## src/rtl/acorn128_pkg.sv

```systemverilog
// +--------------------------------------------------------------------------+
// | acorn128_pkg : shared phase encoding, step budgets and msel codes        |
// | Rev 1.0                                                                  |
// +--------------------------------------------------------------------------+
`default_nettype none

package acorn128_pkg;

  typedef enum logic [2:0] {
    PH_IDLE  = 3'd0,
    PH_INIT  = 3'd1,
    PH_AD    = 3'd2,
    PH_MSG   = 3'd3,
    PH_FINAL = 3'd4,
    PH_DONE  = 3'd5
  } phase_e;

  localparam int INIT_STEPS  = 1792;
  localparam int PAD_STEPS   = 256;
  localparam int CA_TAIL     = 128;
  localparam int FINAL_STEPS = 768;
  localparam int TAG_BITS    = 128;
  localparam int TAG_START   = 640;

  localparam logic [1:0] MSEL_KEY  = 2'd0;
  localparam logic [1:0] MSEL_DATA = 2'd1;
  localparam logic [1:0] MSEL_PAD  = 2'd2;
  localparam logic [1:0] MSEL_ZERO = 2'd3;

endpackage

`default_nettype wire

```

## src/rtl/acorn128_len_counter.sv

```systemverilog
// +--------------------------------------------------------------------------+
// | acorn128_len_counter : per-phase step counter with end-of-phase compare  |
// | Rev 1.0                                                                  |
// +--------------------------------------------------------------------------+
`default_nettype none

module acorn128_len_counter #(
  parameter int W     = 8,
  parameter int LEN_W = 64
) (
  input  logic           clk,
  input  logic           rst_n,
  input  logic           clr_i,
  input  logic           en_i,
  input  logic [LEN_W:0] limit_i,
  output logic [LEN_W:0] count_o,
  output logic           at_end_o
);

  localparam int CW = LEN_W + 1;

  logic [LEN_W:0] count_q;
  logic [LEN_W:0] count_d;

  // Clear wins over advance so the last step of a phase lands on zero.
  assign count_d  = clr_i ? '0 : (en_i ? count_q + CW'(W) : count_q);
  assign at_end_o = (count_q + CW'(W)) >= limit_i;
  assign count_o  = count_q;

  always_ff @(posedge clk or negedge rst_n) begin
    if (!rst_n) begin
      count_q <= '0;
    end else begin
      count_q <= count_d;
    end
  end

endmodule

`default_nettype wire

```

## src/rtl/acorn128_sequencer.sv

```systemverilog
// +--------------------------------------------------------------------------+
// | acorn128_sequencer : length-driven phase/control sequencer for ACORN-128 |
// | Rev 1.0                                                                  |
// +--------------------------------------------------------------------------+
`default_nettype none

module acorn128_sequencer
  import acorn128_pkg::*;
#(
  parameter int W     = 8,
  parameter int LEN_W = 64
) (
  input  logic             clk,
  input  logic             rst_n,
  input  logic             start_i,
  input  logic             decrypt_i,
  input  logic [LEN_W-1:0] ad_len_i,
  input  logic [LEN_W-1:0] msg_len_i,
  input  logic [127:0]     tag_i,
  input  logic             data_vld_i,
  input  logic [W-1:0]     ks_i,
  output logic             data_rdy_o,
  output logic             step_en_o,
  output logic [2:0]       phase_o,
  output logic [1:0]       msel_o,
  output logic             pad_one_o,
  output logic             ca_o,
  output logic             cb_o,
  output logic             busy_o,
  output logic             done_o,
  output logic             err_o,
  output logic [127:0]     tag_o,
  output logic             tag_ok_o
);

  localparam int CW = LEN_W + 1;

  phase_e           state_q, state_d;
  logic             decrypt_q;
  logic [LEN_W-1:0] ad_len_q, msg_len_q;
  logic [127:0]     tag_exp_q, tag_q, tag_shift;
  logic             tag_ok_q, err_q;

  logic [LEN_W:0]   step_q, limit, cur_len;
  logic             at_end, len_bad, accept, fin_last, tag_cap;

  assign len_bad = ((ad_len_i % LEN_W'(W)) != '0) || ((msg_len_i % LEN_W'(W)) != '0);
  assign accept  = (state_q == PH_IDLE) && start_i && !len_bad;
  assign cur_len = {1'b0, (state_q == PH_AD) ? ad_len_q : msg_len_q};

  always_comb begin
    limit = '0;
    case (state_q)
      PH_INIT:       limit = CW'(INIT_STEPS);
      PH_AD, PH_MSG: limit = cur_len + CW'(PAD_STEPS);
      PH_FINAL:      limit = CW'(FINAL_STEPS);
      default:       limit = '0;
    endcase
  end

  acorn128_len_counter #(
    .W     (W),
    .LEN_W (LEN_W)
  ) u_step_cnt (
    .clk      (clk),
    .rst_n    (rst_n),
    .clr_i    (state_d != state_q),
    .en_i     (step_en_o),
    .limit_i  (limit),
    .count_o  (step_q),
    .at_end_o (at_end)
  );

  always_comb begin
    state_d    = state_q;
    step_en_o  = 1'b0;
    data_rdy_o = 1'b0;
    msel_o     = MSEL_KEY;
    pad_one_o  = 1'b0;
    ca_o       = 1'b0;
    cb_o       = 1'b0;
    case (state_q)
      PH_IDLE: begin
        if (accept) state_d = PH_INIT;
      end
      PH_INIT: begin
        step_en_o = 1'b1;
        ca_o      = 1'b1;
        cb_o      = 1'b1;
        if (at_end) state_d = PH_AD;
      end
      PH_AD, PH_MSG: begin
        cb_o = (state_q == PH_AD);
        ca_o = step_q < (cur_len + CW'(CA_TAIL));
        if (step_q < cur_len) begin
          msel_o     = MSEL_DATA;
          data_rdy_o = data_vld_i;
          step_en_o  = data_vld_i;
        end else begin
          msel_o    = MSEL_PAD;
          step_en_o = 1'b1;
          pad_one_o = (step_q == cur_len);
        end
        if (step_en_o && at_end) state_d = (state_q == PH_AD) ? PH_MSG : PH_FINAL;
      end
      PH_FINAL: begin
        msel_o    = MSEL_ZERO;
        step_en_o = 1'b1;
        ca_o      = 1'b1;
        cb_o      = 1'b1;
        if (at_end) state_d = PH_DONE;
      end
      PH_DONE: state_d = PH_IDLE;
      default: state_d = PH_IDLE;
    endcase
  end

  // Keystream enters at the top so the earliest tag step ends up in bit 0.
  generate
    if (W == TAG_BITS) begin : g_tag_full
      assign tag_shift = ks_i;
    end else begin : g_tag_shift
      assign tag_shift = {ks_i, tag_q[TAG_BITS-1:W]};
    end
  endgenerate

  assign tag_cap  = (state_q == PH_FINAL) && (step_q >= CW'(TAG_START));
  assign fin_last = (state_q == PH_FINAL) && at_end;

  always_ff @(posedge clk or negedge rst_n) begin
    if (!rst_n) begin
      state_q   <= PH_IDLE;
      decrypt_q <= 1'b0;
      ad_len_q  <= '0;
      msg_len_q <= '0;
      tag_exp_q <= '0;
      tag_q     <= '0;
      tag_ok_q  <= 1'b0;
      err_q     <= 1'b0;
    end else begin
      state_q <= state_d;
      err_q   <= (state_q == PH_IDLE) && start_i && len_bad;
      if (accept) begin
        decrypt_q <= decrypt_i;
        ad_len_q  <= ad_len_i;
        msg_len_q <= msg_len_i;
        tag_exp_q <= tag_i;
        tag_q     <= '0;
        tag_ok_q  <= 1'b0;
      end else if (tag_cap) begin
        tag_q <= tag_shift;
        if (fin_last) tag_ok_q <= decrypt_q && (tag_shift == tag_exp_q);
      end
    end
  end

  assign phase_o  = state_q;
  assign busy_o   = (state_q != PH_IDLE) && (state_q != PH_DONE);
  assign done_o   = (state_q == PH_DONE);
  assign err_o    = err_q;
  assign tag_o    = tag_q;
  assign tag_ok_o = tag_ok_q;

endmodule

`default_nettype wire
```

## config.mk

```make
export PLATFORM = sky130hd
export DESIGN_NAME = acorn128_sequencer
export DESIGN_NICKNAME = d
export VERILOG_FILES = /design/src/rtl/acorn128_pkg.sv /design/src/rtl/acorn128_len_counter.sv /design/src/rtl/acorn128_sequencer.sv
export SDC_FILE = /design/constraint.sdc
export NUM_CORES = 1
export LEC_CHECK = 0
export ABC_AREA = 1
export CORE_ASPECT_RATIO = 0.8
export CORE_MARGIN = 2
export CORE_UTILIZATION = 30
export DETAILED_ROUTE_END_ITERATION = 6
export HOLD_SLACK_MARGIN = 0.06
export PLACE_DENSITY_LB_ADDON = 0.05
export SYNTH_ARGS = -nofsm -noshare
export SYNTH_HDL_FRONTEND = slang
export SYNTH_SLANG_ARGS = --single-unit
export TNS_END_PERCENT = 5
```

## constraint.sdc

```tcl
create_clock -name clk -period 4.7 [get_ports clk]
set_clock_uncertainty 0.2 [all_clocks]
set_input_delay 0.94 -clock clk [delete_from_list [all_inputs] [get_ports clk]]
set_output_delay 0.94 -clock clk [all_outputs]
set_load 0.005 [all_outputs]
```

==> results of run 1 <==
[cell usage in the layout (no fill, tap or decap), types with 27 or more instances in the layout]
| master | netlist | routed |
|---|---|---|
| nand2_1 | 1297 | 1244 |
| buf_4 | 7 | 662 |
| dfrtp_1 | 452 | 452 |
| inv_1 | 469 | 443 |
| clkdlybuf4s50_1 | 0 | 404 |
| o21ai_0 | 281 | 275 |
| nand3_1 | 273 | 251 |
| nor2_1 | 302 | 217 |
| ha_1 | 184 | 181 |
| xor2_1 | 169 | 169 |
| a21oi_1 | 84 | 75 |
| nor2_2 | 26 | 69 |
| nand4_1 | 63 | 63 |
| clkbuf_16 | 0 | 58 |
| nor3_1 | 61 | 52 |
| nor2_4 | 7 | 49 |
| inv_2 | 28 | 48 |
| nand2_2 | 6 | 45 |
| buf_6 | 6 | 40 |
| xnor2_1 | 37 | 37 |
| o21ai_2 | 38 | 27 |
| nor4_1 | 29 | 27 |
[cells in the mapped netlist, types with 28 or more instances]
cell      instances  area [µm²]
nand2_1        1297        4870
inv_1           469        1760
dfrtp_1         452       11300
nor2_1          302        1130
o21ai_0         281        1410
nand3_1         273        1370
ha_1            184        2300
xor2_1          169        1480
clkbuf_1         99         372
a21oi_1          84         420
nand4_1          63         394
nor3_1           61         305
o21ai_2          38         333
xnor2_1          37         324
nor4_1           29         181
inv_2            28         105
[cells by family (layout without fill, tap and decap cells)]
logic type,count (synthesis),in the layout,synth area share (%)
and+or+nand+nor,2116,2117,30.3
buffers and inverters,644,1739,8.63
AOI/OAI and AO/OA,477,477,9.10
DFF,452,452,38.0
xor gates and xnor gates,206,206,6.07
adders and majority gates,184,184,7.74
muxes,4,4,0.135
other,0,4,0
[how the worst max path moves through the flow]
stage,cells after the start,from,to
after floorplan,26,phase_o[2],ca_o
after global placement,22,phase_o[1],ca_o
after detailed placement,22,phase_o[1],ca_o
after CTS,27,phase_o[2],ca_o
after global routing,28,phase_o[2],ca_o
final,27,phase_o[1],ca_o
[area by class of cell]
class | instances | area [µm²] | share of cell area, %
Tap cell | 1312 | 1640 | 3.72
Sequential cell | 452 | 11300 | 25.6
Multi-Input combinational cell | 2988 | 17200 | 39.0
Timing Repair Buffer | 1146 | 10300 | 23.3
Inverter | 497 | 1890 | 4.28
Clock buffer | 79 | 1590 | 3.61
Clock inverter | 17 | 203 | 0.459
Antenna cell | 4 | 10.0 | 0.0227
[stage by stage]
stage	cell area, µm²	instances	hold WS [ns]
after global placement	40100	6316	0.264
final	44100	6495	0.156
after detailed placement	40100	6316	0.265
after CTS	42700	6449	0.151
after global routing	44100	6495	0.189
after floorplan	29800	4083	0.241
[worst max-delay path, cell delays in order, from the launching register on]
cell and delay [ns]:
dfrtp_1 0.41, nand2_4 0.11, nor2_8 0.05, buf_12 0.16
buf_12 0.16, buf_16 0.16, buf_6 0.13, o21ai_4 0.15
buf_6 0.11, nand2_2 0.06, inv_1 0.08, nand2_2 0.08
inv_4 0.08, buf_6 0.10, buf_4 0.10, nand4_1 0.19
nor3_4 0.27, xor2_1 0.17, ha_1 0.28, a21oi_2 0.14
o21a_1 0.15, o221ai_2 0.11, nand2_1 0.09, o2111ai_2 0.12
nor2_2 0.22, nand4_1 0.21, nand2_2 0.15, buf_2 0.13
[power groups by stage]
stage	clock, mW	sequential, mW	combinational [mW]
6_report	4.33	4.99	9.96
5_1_grt	4.61	5.07	10.8
4_1_cts	4.46	4.99	8.79
3_5_place_dp	0	5.05	8.23
3_3_place_gp	0	5.06	8.25
2_1_floorplan	0	4.94	3.96
[registers in the layout, indices dropped and copies added (netlist names)]
signal and cells:
decrypt_q 1, tag_exp_q 128, tag_ok_o 1, u_step_cnt.count_o 62, ad_len_q 64, phase_o 3, msg_len_q 64, err_o 1
tag_o 128
[metal layers]
layer	share of wire, %	routed length [µm]	vias up	track usage (%)
li1	-	-	15164	-
met3	4.9	6480	112	2.99
met5	0.016	21	-	0
met4	1.6	2140	4	4.73
met1	50	66600	14068	38.4
met2	43	57300	727	38.8
[what timing repair did]
action                                  CTS  global route
buffers inserted                         35            39
resized for setup                       141           248
endpoints found under the setup margin   72            72
pin swaps                                45            93
cloned                                    3             8
hold buffers                              0             0
==> impl_metrics.ini, run 1 <==
[cells_and_area]
fill_cells = 10274
layout.nets = 5591
final_util_pct = 44.8
drive_above_1_share_pct = 23.2
area_growth_pct = 48.4

[floorplan]
core_area_um2 = 98500
die_width_um = 356
initial_core_util_pct = 30.2
ios = 411
die_area_um2 = 102000
die_h_um = 286
rows = 103

[global_routing]
grt_max_degree = 182
grt.overflow.total = 0
grt_pass1_vias = 29343
grt_usage_pct = 25.4
antenna_found_initial = 6
grt_pass1_wl_um = 194000

[hold_path]
min-delay-path-class = input pin to async pin

[pwr]
power_leakage_nw = 22.0
power_frac_seq_pct = 25.9
p_switching_mw = 7.92
power_frac_comb_pct = 51.7
p_per_area_nw_per_um2 = 437
switching_share_pct = 41.1
power_frac_clock_pct = 22.4
p_int_mw = 11.4
vdd_drop_max_uv = 340
finalPower_mw = 19.3

[setup_path]
cp_max_fo = 8
start_kind = register
r2r-end = u_step_cnt.count_o[10]
rr_worst_depth = 41
crit_type = register to output port
cp.arrival_ns = 4.82
end_kind = output port
rrSetupSlack_ns = -1.05
r2r_start = phase_o[1]
cp.required_ns = 3.56

[timing]
max_freq_ghz = 0.168
final.period_utilization_pct = 127
final-setup-viol-count = 72
maxSlewViolCount = 0
hold_violations = 0
worst_slew_pin_slew_ns = 1.12
rsz0062_at_grt = yes
worst_slack_ns = -1.26
tns_ns = -68.74
post-route-min-period_ns = 5.96
slew_headroom_pct = 23.7

[routing]
remaining_drc_errors = 1
postRouteAntennaNets = 0
first_pass_iters = 7
post_drt_wl_per_cell_um = 20.4
viasPerCell = 4.63
drt_wl_total_um = 133000
drt-initial-drc-count = 2288
vias = 30075

[yosys]
synthFlopType = dfrtp_1
synth_nets = 4536
yosysWarnings = 0
async_flop_share_pct = 100
avgSynthCellArea_um2 = 7.28
ys_seq_area_share_pct = 38.0
syn_inst = 4083
synth_area_um2 = 29700
synth-seq-cells = 452
synth-edff-count = 0
yosysUniqueCellTypes = 56

[clock_tree]
clock_latency_ns = 0.65
cts_tree = done
clkSinkCount = 452
clk_path_buf_depth = 3
clockRootBuffer = clkbuf_16
path_clk_slew_ns = 0.07
cts_buffers = 53
cts-htree-levels = 2

[job]
cap_violations = 0

[run_status]
status = finished, violations left
violations = design-rule violations, negative setup slack

[placed_design]
io_buffers = 410
dp_hpwl_um = 104000
place_ws_ns = -1.36
globalplace.congestion = 0.950
No activity file was read; power rests on OpenSTA's default activity.
==> run 2: changes to the inputs <==
--- a/config.mk
+++ b/config.mk
@@ -6,6 +6,7 @@
 export NUM_CORES = 1
 export LEC_CHECK = 0
 export ABC_AREA = 1
+export CAP_MARGIN = 10
 export CORE_ASPECT_RATIO = 0.8
 export CORE_MARGIN = 2
 export CORE_UTILIZATION = 30
==> results of run 2 <==
No change in the layout: final DEF, timing and power equal those of run 1.
==> run 3: changes to the inputs <==
--- a/config.mk
+++ b/config.mk
@@ -9,7 +9,7 @@
 export CAP_MARGIN = 10
 export CORE_ASPECT_RATIO = 0.8
 export CORE_MARGIN = 2
-export CORE_UTILIZATION = 30
+export CORE_UTILIZATION = 38
 export DETAILED_ROUTE_END_ITERATION = 6
 export HOLD_SLACK_MARGIN = 0.06
 export PLACE_DENSITY_LB_ADDON = 0.05
==> run 3 against run 2 <==
  * The run ends with negative setup slack left
  * Clock power decreased by 6.7%
  * Global-route usage increased by 5.1 points
  * Sequential share of layout area grew 0.59 points
  * Combinational power down 5.8%
  * Routed wire length fell by 6.5%
  * Critical path depth stayed put
  * Fmax down 1.3%
  * Power down 4.4%
  * Worst hold slack got worse by 0.018 ns
  * Die area shrank 21%
  * Register-to-register slack worse by 0.07 ns
  * First-iteration DRC count grew 8.9%
  * Largest cell class unchanged
  * Largest power group unchanged
==> impl_metrics.ini, run 3 (synthesis gave the netlist of run 1 again) <==
[run_status]
status = finished, violations left
violations = negative setup slack

[clock_tree]
cts_tree = done
clockRootBuffer = clkbuf_16
clkSinkCount = 452
cts-htree-levels = 2
clk_path_buf_depth = 3
cts_hold_buf = 0
path_clk_slew_ns = 0.06
cts_buffers = 49
clock_latency_ns = 0.64

[timing]
worst_slack_ns = -1.34
maxSlewViolCount = 0
max_freq_ghz = 0.166
rsz0062_at_grt = yes
final-setup-viol-count = 72
final.period_utilization_pct = 129
tns_ns = -71.69
worst_slew_pin_slew_ns = 1.03
post-route-min-period_ns = 6.04
hold_violations = 0
slew_headroom_pct = 31.4

[routing]
dr_wl_met2_um = 52800
wl_met3_um = 8320
drt_wl_total_um = 124000
viasPerCell = 4.95
postRouteAntennaNets = 0
first_pass_iters = 5
remaining_drc_errors = 0
highest_layer = met5
post_drt_wl_per_cell_um = 20.1
vias = 30523
drt-initial-drc-count = 2492
m1WireLength_um = 60000

[floorplan]
die_area_um2 = 80500
die_h_um = 254
initial_core_util_pct = 38.5
rows = 91
die_width_um = 317
ios = 411
core_area_um2 = 77300

[job]
cap_violations = 0

[hold_path]
min-delay-path-class = input pin to async pin

[cells_and_area]
layout.nets = 5552
layout_commonest_cell = nand2_1
seq_area_um2 = 11300
multi_input_area_um2 = 17000
area_growth_pct = 45.1
drive_above_1_share_pct = 22.0
final_util_pct = 55.8
final_cell_mix = nand2_1, buf_4, dfrtp_1, inv_1, clkdlybuf4s50_1
fill_cells = 7584

[global_routing]
grt.overflow.total = 0
grt_max_degree = 182
grt_pass1_wl_um = 183000
grt_pass1_vias = 29106
antenna_found_initial = 16
grt_usage_pct = 30.5

[pwr]
p_per_area_nw_per_um2 = 427
vdd_drop_max_uv = 308
power_leakage_nw = 21.7

[setup_path]
cp_max_fo = 6
cp.required_ns = 3.56
start_kind = register
cp.arrival_ns = 4.90
crit_type = register to output port
end_kind = output port

[placed_design]
globalplace.congestion = 0.986
io_buffers = 410
dp_hpwl_um = 95600
-- run 3: changes by cell type in the layout (fill, tap and decap cells not counted), moves of 7 or more --
cell,change
o21ai_2,+7
nor2_1,+22
nor2_4,-9
nor2_2,-13
buf_4,-17
buf_6,-18
nand2_1,+8
clkbuf_8,-10
clkbuf_16,-8
-- run 3: worst paths after layout --
path | start | slack, ns | endpoint | cells after the start
max | phase_o[2] | -1.34 | ca_o | 27
min | rst_n | 0.14 | tag_exp_q[27] | 1
max reg2reg | phase_o[2] | -1.12 | u_step_cnt.count_o[21] | 40
min reg2reg | ad_len_q[16] | 0.28 | ad_len_q[16] | 2
max in group asynchronous | rst_n | 3.13 | u_step_cnt.count_o[51] | 2
min in group clk | ad_len_q[16] | 0.28 | ad_len_q[16] | 2
-- run 3: layer usage --
| metal | vias up | track usage, % |
|---|---|---|
| li1 | 15126 | - |
| met1 | 14393 | 44.8 |
| met2 | 851 | 45.3 |
| met3 | 139 | 6.17 |
| met4 | 14 | 8.32 |
| met5 | - | 0 |
-- run 3: through the flow --
stage          std cells  total power [mW]  area (µm²)  setup slack, ns  hold slack, ns
3_3_place_gp        5977              12.9       39300            -1.11           0.262
4_1_cts             6134              17.9       42300            -1.27           0.152
2_1_floorplan       4083              8.90       29800           0.0214           0.241
3_5_place_dp        5977              12.9       39300            -1.22           0.267
6_report            6170              18.4       43100            -1.34           0.138
5_1_grt             6167              19.5       43100            -1.49           0.181
-- run 3: final cells by class --
class	count	area share, %
inverters	497	4.38
repair buffers	1112	23.1
clock buffers	68	3.17
multi-input cells	2987	39.5
well taps	1023	2.97
flip-flops and latches	452	26.2
diodes	10	0.0580
clock inverters	21	0.597
-- run 3: power breakdown --
group          internal (mW)  switching [mW]  total [mW]
logic                   4.15            5.23        9.38
registers               4.54           0.468        5.01
clock network           2.27            1.77        4.04
-- run 3: critical path, cell delays in order (launching register included) --
cell,delay (ns)
dfrtp_1,0.39
inv_2,0.08
nand2_4,0.07
nor2_8,0.21
buf_12,0.19
buf_6,0.12
nand2_1,0.05
o21ai_2,0.11
nand2_2,0.11
inv_2,0.09
nand3_2,0.09
nor2_4,0.13
inv_4,0.06
buf_6,0.13
nor2_4,0.12
inv_2,0.07
buf_6,0.12
nor3_4,0.28
xor2_1,0.11
ha_1,0.30
nand4_1,0.15
nor3_2,0.26
inv_1,0.10
nor4_4,0.31
nand4_1,0.15
nand4_1,0.22
nand2_2,0.12
buf_6,0.13
-- run 3: repair_timing --
item / in CTS / in global routing
pin swaps: 57 / 88
buffers inserted: 61 / 31
gates cloned: 8 / 1
gates resized for setup: 176 / 162
endpoints found under the setup margin: 72 / 72
